==> config.mk <==
export PLATFORM = sky130hd
export DESIGN_NAME = jtframe_mr_upload
export DESIGN_NICKNAME = d
export VERILOG_FILES = /design/src/rtl/jtframe_mr_upload.sv
export SDC_FILE = /design/constraint.sdc
export NUM_CORES = 1
export LEC_CHECK = 0
export ABC_AREA = 1
export BUFFER_PORTS_ARGS = -buffer_cell sky130_fd_sc_hd__buf_2
export CORE_MARGIN = 1
export CORE_UTILIZATION = 34
export CTS_BUF_LIST = sky130_fd_sc_hd__clkbuf_8
export CTS_CLUSTER_SIZE = 30
export DETAILED_ROUTE_END_ITERATION = 12
export SLEW_MARGIN = 20
export SYNTH_ARGS = -nofsm -noshare
export SYNTH_HDL_FRONTEND = slang
export SYNTH_SLANG_ARGS = --single-unit
==> constraint.sdc <==
create_clock -name clk_rom -period 2.1 [get_ports clk_rom]
set_input_delay 0.21 -clock clk_rom [delete_from_list [all_inputs] [get_ports clk_rom]]
set_output_delay 0.21 -clock clk_rom [all_outputs]
set_load 0.005 [all_outputs]
==> src/rtl/jtframe_mr_upload.sv <==
// HPS upload responder: fetches core RAM bytes for ioctl_rd requests on INDEX; JTFRAME_MR_UPLOAD_WIDE_EN widens ioctl_din to 16 bits.
// Latency: ioctl_din updates 1+RAM_LAT edges after the accepted ioctl_rd (1+2*RAM_LAT edges when wide).
// No backpressure: a newer request restarts the fetch in flight; losing the session aborts to IDLE.
module jtframe_mr_upload #(
    parameter int         AW      = 12,
    parameter int         RAM_LAT = 1,
    parameter logic [7:0] INDEX   = 8'd2
) (
    input  logic          clk_rom,
    input  logic          rst_n,
    input  logic          ioctl_upload,
    input  logic [7:0]    ioctl_index,
    input  logic          ioctl_rd,
    input  logic [24:0]   ioctl_addr,
`ifdef JTFRAME_MR_UPLOAD_WIDE_EN
    output logic [15:0]   ioctl_din,
`else
    output logic [7:0]    ioctl_din,
`endif
    output logic [AW-1:0] ram_addr,
    output logic          ram_rd,
    input  logic [7:0]    ram_dout,
    output logic          busy,
    output logic          uploading,
    output logic          upload_done
);
    typedef enum logic [1:0] { IDLE, FETCH, FETCH_HI } state_t;

    state_t      state;
    logic [24:0] addr;
    logic        issue;
    logic [1:0]  wait_cnt;
    logic        uploading_q;
    logic        session;
    logic        accept;
    logic [24:0] lo_addr;
    logic [24:0] hi_addr;
    logic        lo_ok;
    logic        hi_ok;
    logic        cur_ok;
    logic [7:0]  rd_byte;
`ifdef JTFRAME_MR_UPLOAD_WIDE_EN
    logic [7:0]  lo_byte;
`endif

    assign session = ioctl_upload && (ioctl_index == INDEX);
    assign accept  = ioctl_rd && session;
    assign lo_addr = addr;
    assign hi_addr = {addr[24:1], 1'b1};
    // Any address bit at or above AW means the byte is not backed by RAM
    assign lo_ok   = (lo_addr >> AW) == 25'd0;
    assign hi_ok   = (hi_addr >> AW) == 25'd0;
    assign cur_ok  = (state == FETCH_HI) ? hi_ok : lo_ok;
    assign rd_byte = cur_ok ? ram_dout : 8'hFF;

    always_ff @(posedge clk_rom) begin
        if (!rst_n) begin
            state       <= IDLE;
            addr        <= '0;
            issue       <= 1'b0;
            wait_cnt    <= 2'd0;
            uploading_q <= 1'b0;
            ioctl_din   <= '0;
            ram_addr    <= '0;
            ram_rd      <= 1'b0;
            busy        <= 1'b0;
            uploading   <= 1'b0;
            upload_done <= 1'b0;
`ifdef JTFRAME_MR_UPLOAD_WIDE_EN
            lo_byte     <= 8'd0;
`endif
        end else begin
            uploading   <= session;
            uploading_q <= uploading;
            upload_done <= uploading_q && !uploading;
            ram_rd      <= 1'b0;
            // Accept beats capture: a restart discards the partial word in flight
            if (accept) begin
                state <= FETCH;
                issue <= 1'b1;
`ifdef JTFRAME_MR_UPLOAD_WIDE_EN
                addr  <= {ioctl_addr[24:1], 1'b0};
`else
                addr  <= ioctl_addr;
`endif
            end else if (state != IDLE) begin
                if (!session) begin
                    state <= IDLE;
                    issue <= 1'b0;
                    busy  <= 1'b0;
                end else if (issue) begin
                    issue    <= 1'b0;
                    busy     <= 1'b1;
                    wait_cnt <= 2'(RAM_LAT - 1);
                    ram_rd   <= lo_ok;
                    if (lo_ok) ram_addr <= lo_addr[AW-1:0];
                end else if (wait_cnt != 2'd0) begin
                    wait_cnt <= wait_cnt - 2'd1;
                end else begin
`ifdef JTFRAME_MR_UPLOAD_WIDE_EN
                    if (state == FETCH) begin
                        lo_byte  <= rd_byte;
                        state    <= FETCH_HI;
                        wait_cnt <= 2'(RAM_LAT - 1);
                        ram_rd   <= hi_ok;
                        if (hi_ok) ram_addr <= hi_addr[AW-1:0];
                    end else begin
                        ioctl_din <= {rd_byte, lo_byte};
                        busy      <= 1'b0;
                        state     <= IDLE;
                    end
`else
                    ioctl_din <= rd_byte;
                    busy      <= 1'b0;
                    state     <= IDLE;
`endif
                end
            end
        end
    end
endmodule

=== Word-level counts from Yosys, hierarchy flattened ===
Cells that the tools add are included.

* Register bits: 55
* Bits in latches: 0
* RAM bits: 0
* ROM bits: 0
* Input bits: 45
* Memories: 0

* $add $sub $neg: 1
* Multipliers: 0
* Divide/modulo/power cells: 0
* Magnitude comparators: 0
* Eq/ne operators: 6
* Shifts and indexed selects: 0
* Mux-type cells: 13
* Bitwise logic cells: 6
* Reduce and logical (&&, ||, !) cells: 17

{| class="wikitable"
|+ Operator list
! kind !! count
|-
| 25-bit zero test || 1
|-
| 2-bit 2-to-1 mux || 5
|-
| 5-bit AND reduction || 2
|-
| 3-bit AND reduction || 3
|-
| 8-bit by 2-bit == test with 1-bit output (second input constant) || 1
|-
| 8-bit 2-to-1 mux || 1
|-
| 2-bit nonzero test || 4
|-
| 1-bit 2-to-1 mux || 7
|-
| 3-bit != test (second input constant) || 2
|-
| 1-bit NOT || 6
|-
| 5-bit OR reduction || 1
|-
| 2-bit != test (second input constant) || 2
|-
| 4-bit AND reduction || 1
|-
| 1-bit logical AND || 3
|-
| 3-bit by 2-bit != test with 1-bit output (second input constant) || 1
|-
| 2-bit OR reduction || 1
|-
| 2-bit by 1-bit subtractor with 2-bit output (second input constant) || 1
|-
| 1-bit zero test || 1
|}

=== Logic depth before layout (Yosys ltp) ===
* Word-level depth: 6
* Gate-level depth with buffers: 9
* Depth with buffers taken out: 9

=== Worst setup path before layout ===
Ideal clock, no wire load.

* Kind: flip-flop to flip-flop
* Start point: register wait_cnt[0]
* End point: register ioctl_din[0]
* Library setup time: 132 ps
* Arrival time: 1250 ps
* Path slack: 718 ps
* Stages on the path, launching flop included: 8
* Buffers on the path: 0
* Path through: dfxtp_1 inv_1 ha_1 inv_1 nor3_2 nand2_1 nand2_1 a21oi_1

* Longest elaborated chain between the ends: 3

{| class="wikitable"
|+ Ends and longest elaborated chain
! element !! line !! RTL
|-
| start, declared || 32 || <nowiki>logic [1:0] wait_cnt;</nowiki>
|-
| start signal, assigned || 94 || <nowiki>wait_cnt <= 2'(RAM_LAT - 1);</nowiki>
|-
| start signal, assigned || 98 || <nowiki>wait_cnt <= wait_cnt - 2'd1;</nowiki>
|-
| 2-bit nonzero test || 97 || <nowiki>end else if (wait_cnt != 2'd0) begin</nowiki>
|-
| 1-bit NOT (no line) || n/a ||
|-
| 5-bit AND reduction (no line) || n/a ||
|-
| end signal, assigned || 113 || <nowiki>ioctl_din <= rd_byte;</nowiki>
|-
| end, declared || 18 || <nowiki>output logic [7:0] ioctl_din,</nowiki>
|}

No other way between the ends.
A chain may end at the register's enable or synchronous reset.

=== Final worst setup path ===
* Start point: register wait_cnt[0]
* End point: register ioctl_din[1]

The elaborated chain is that of the path after synthesis.

==> results by group <==
Worst hold path
  – Hold Path Stages: 3
  – Hold Path Class: in -> reg
  – Worst min-delay path startpoint: ioctl_addr[8]
  – Endpoint, Worst Hold: addr[8]$_SDFFE_PN0P_

Setup path
  – Worst path slowest cell: nor3_2
  – Arrival @ worst endpoint: between 1.5 and 2 ns
  – Max stage delay on crit path: around 0.39 ns
  – Delay-heaviest family, CP: simple AND/OR/NAND/NOR gates
  – R2R cell count: 7
  – Worst Setup SP: wait_cnt[0]$_SDFFE_PN0P_
  – Crit path buffers/inverters: 2
  – RR Startpoint: wait_cnt[0]$_SDFFE_PN0P_
  – Maximum fanout along the worst path: 9
  – R2R Path End: ioctl_din[1]$_SDFFE_PN0P_
  – Setup CP Type: reg -> reg
  – Startpoint Class: flop
  – Reg2reg setup slack: 0.44 ns
  – Critical Path RT: approximately 2.3 ns
  – Worst setup EP type: flop
  – CP Cell Sequence: inv_1 -> ha_1 -> inv_1 -> nor3_2 -> nand2_1 -> nand2_1 -> a21oi_1

Yosys
  – Post-synthesis sequential area ratio: a little under half
  – Syn Inst Count: 300
  – Syn avg cell area: about 7.7 um^2
  – Mapped Nets: between 300 and 400
  – YS warnings: 0
  – Cell Area, Synth: ~2300 um^2
  – FF+latch count, synth: 54
  – Post-synth cell types: 25

STA
  – F_max: between 600 and 700 MHz
  – Final Max Tran Viols: 0
  – Setup TNS: 0 ns
  – RSZ-0062 raised after global routing: no
  – Final min period: 1.658 ns
  – Setup Skew: slightly above 0.009 ns
  – Final Hold Viols: 0
  – Worst-Margin Slew: between 0.5 and 0.6 ns
  – Slew margin rel.: approximately two thirds
  – Final Setup Violations: 0
  – Tcrit/Tclk final: 78.96%

Clock tree
  – Clock Path Buffers: 2
  – Clk Latency, worst-skew pair: ~0.32 ns
  – H-Tree Depth: 2
  – Sinks on Clock Net: 54
  – TritonCTS Buffers: 5
  – Hold-fix buffers, CTS: 0
  – CTS tree: done
  – Setup Buffers After CTS: 0
  – Clock slew at reported path FFs: approximately 0.10 ns
  – CTS resizes: 0
  – CTS root buf: clkbuf_8

Global route
  – Largest net degree at the start of global routing: 39
  – First-pass GRT wire length: approximately 8.9 mm
  – Gr usage total: 15.61%
  – Initial antenna violation count: 0
  – Vias in the first global route: 1969
  – GRT overflow: 0

Placement
  – Gpl congestion: between 0.7 and 0.8
  – Detailed placer's ending HPWL: 3.456 mm
  – Port Buffers: 68

Floorplan
  – Die H: 84.27 um
  – Die area: between 7000 and 8000 um^2
  – Starting density of the core: 35.63%
  – Top Ports: 69
  – Core Region: ~6500 um^2
  – Num rows: 29
  – Die width: between 80 and 90 um

Power
  – Sw power: approximately 400 uW
  – Sw Ratio: between 20% and 30%
  – Total power: 1950 uW
  – Sequential share of power: a little over half
  – Peak VDD IR: 0.2492 mV
  – Internal Power: around 1500 uW
  – Pwr dens: around 700 nW/um^2
  – Pleak: approximately 0.0012 uW
  – Clk pwr share: between 40 and 50%
  – Combinational power share: approximately 4.7%

Cells and area
  – Nets: a little over 400
  – Filler Cells Inserted: 702
  – Most frequent cells in the layout: nand2_1 (68), buf_2 (68), dfxtp_1 (54), a21oi_1 (36), nand3_1 (35)
  – Area delta synth->final: 20.55%
  – Share of layout cells above drive strength 1: around 25%
  – # diodes: 0

Job
  – Max-cap violations: 0

Detailed routing
  – DRC violations left: 10
  – DR pass1 iterations: 9
  – Final WL: approximately 5.3 mm
  – Wirelength per Cell: 12.10 um
  – Post-route ant nets: 0
  – DR iter-0 viols: 104
  – Via/cell ratio: ~4.7
  – Vias: around 2100

Status
  – Status: finished, violations left
  – Failing checks: DRC
==> how the worst max path moves through the flow <==
stage	end	slack [ns]	cells past startpoint
floorplan	ioctl_din[0]$_SDFFE_PN0P_	0.72	7
global placement	ioctl_din[5]$_SDFFE_PN0P_	0.53	7
detailed placement	ioctl_din[1]$_SDFFE_PN0P_	0.46	7
CTS	ioctl_din[1]$_SDFFE_PN0P_	0.45	7
global route	ioctl_din[5]$_SDFFE_PN0P_	0.28	7
finish	ioctl_din[1]$_SDFFE_PN0P_	0.44	7
==> area by class of cell <==
cell class                 instances  area, um^2  area share (%)
clock buffer                       5       68.82           2.481
multi-input combinational        207        1018           36.72
tap                               77       96.34           3.473
clock inverter                     3       68.82           2.481
timing repair buffer              71       362.8           13.08
inverter                          20       77.57           2.797
sequential                        54        1081           38.97
==> sequential cells by signal, indices dropped and copies added (netlist names) <==
register     count
busy             1
wait_cnt         2
ioctl_din        8
addr            25
ram_addr        12
upload_done      1
issue            1
ram_rd           1
uploading        1
uploading_q      1
state            1
==> synthesized netlist by cell type <==
cell type  count  area share (%)
a21oi_1       36             7.8
a21oi_2        1            0.38
and2_1         1            0.27
buf_2          9             2.0
buf_4          1            0.33
buf_6          5             2.4
clkbuf_1       4            0.65
dfxtp_1       54              47
ha_1           1            0.54
inv_1         19             3.1
inv_4          1            0.27
nand2_1       68              11
nand2_2        1            0.27
nand2_4        1            0.49
nand3_1       35             7.6
nand3_2        1            0.44
nand4_4        1            0.92
nor2_1        27             4.4
nor2_4         2            0.98
nor3_1        13             2.8
nor3_2         1            0.44
nor3_4         1            0.71
o21ai_0        4            0.87
o21bai_1      12             3.9
or2_2          1            0.27
==> routing by layer <==
layer / up-vias / track usage (%) / part of all wire (%)
met5: - / 0 / 0
met4: 0 / 5.643 / 1.0
met3: 6 / 4.425 / 5.2
li1: 1087 / - / -
met1: 927 / 18.90 / 46
met2: 49 / 26.45 / 47
==> power by group through the flow <==
stage	clock network (uW)	registers [uW]	logic, uW
6_report	834	1020	92.3
5_1_grt	893	1020	103
4_1_cts	860	1020	93.3
3_5_place_dp	0	1050	93.0
3_3_place_gp	0	1050	93.0
2_1_floorplan	0	1050	40.5
==> kinds of logic after synthesis <==
family                   synth area share, %
adder cells (fa/ha/maj)               0.5437
AO/OA/AOI/OAI                          13.00
buffers and inverters                  8.755
flip-flops                             46.98
AND/OR/NAND/NOR                        30.72
==> through the flow <==
| stage | cell area (um^2) | cells | util, % | setup WS, ns | hold WS, ns |
|---|---|---|---|---|---|
| final | 2774 | 437 | 42.95 | 0.4418 | 0.1496 |
| after global routing | 2774 | 437 | 42.95 | 0.2838 | 0.1437 |
| after CTS | 2774 | 437 | 42.95 | 0.4453 | 0.1386 |
| after detailed placement | 2636 | 429 | 40.82 | 0.4552 | 0.4156 |
| after global placement | 2636 | 429 | 40.82 | 0.5251 | 0.4094 |
| after floorplan | 2301 | 300 | - | 0.7176 | 0.3744 |
==> worst min-delay path: cells and delay by family <==
kind                   cells  cell delay [ns]
AOI/OAI and AO/OA          1             0.06
buffers and inverters      1             0.10
and+or+nand+nor            1             0.07
(Power assumes the default switching activity.)
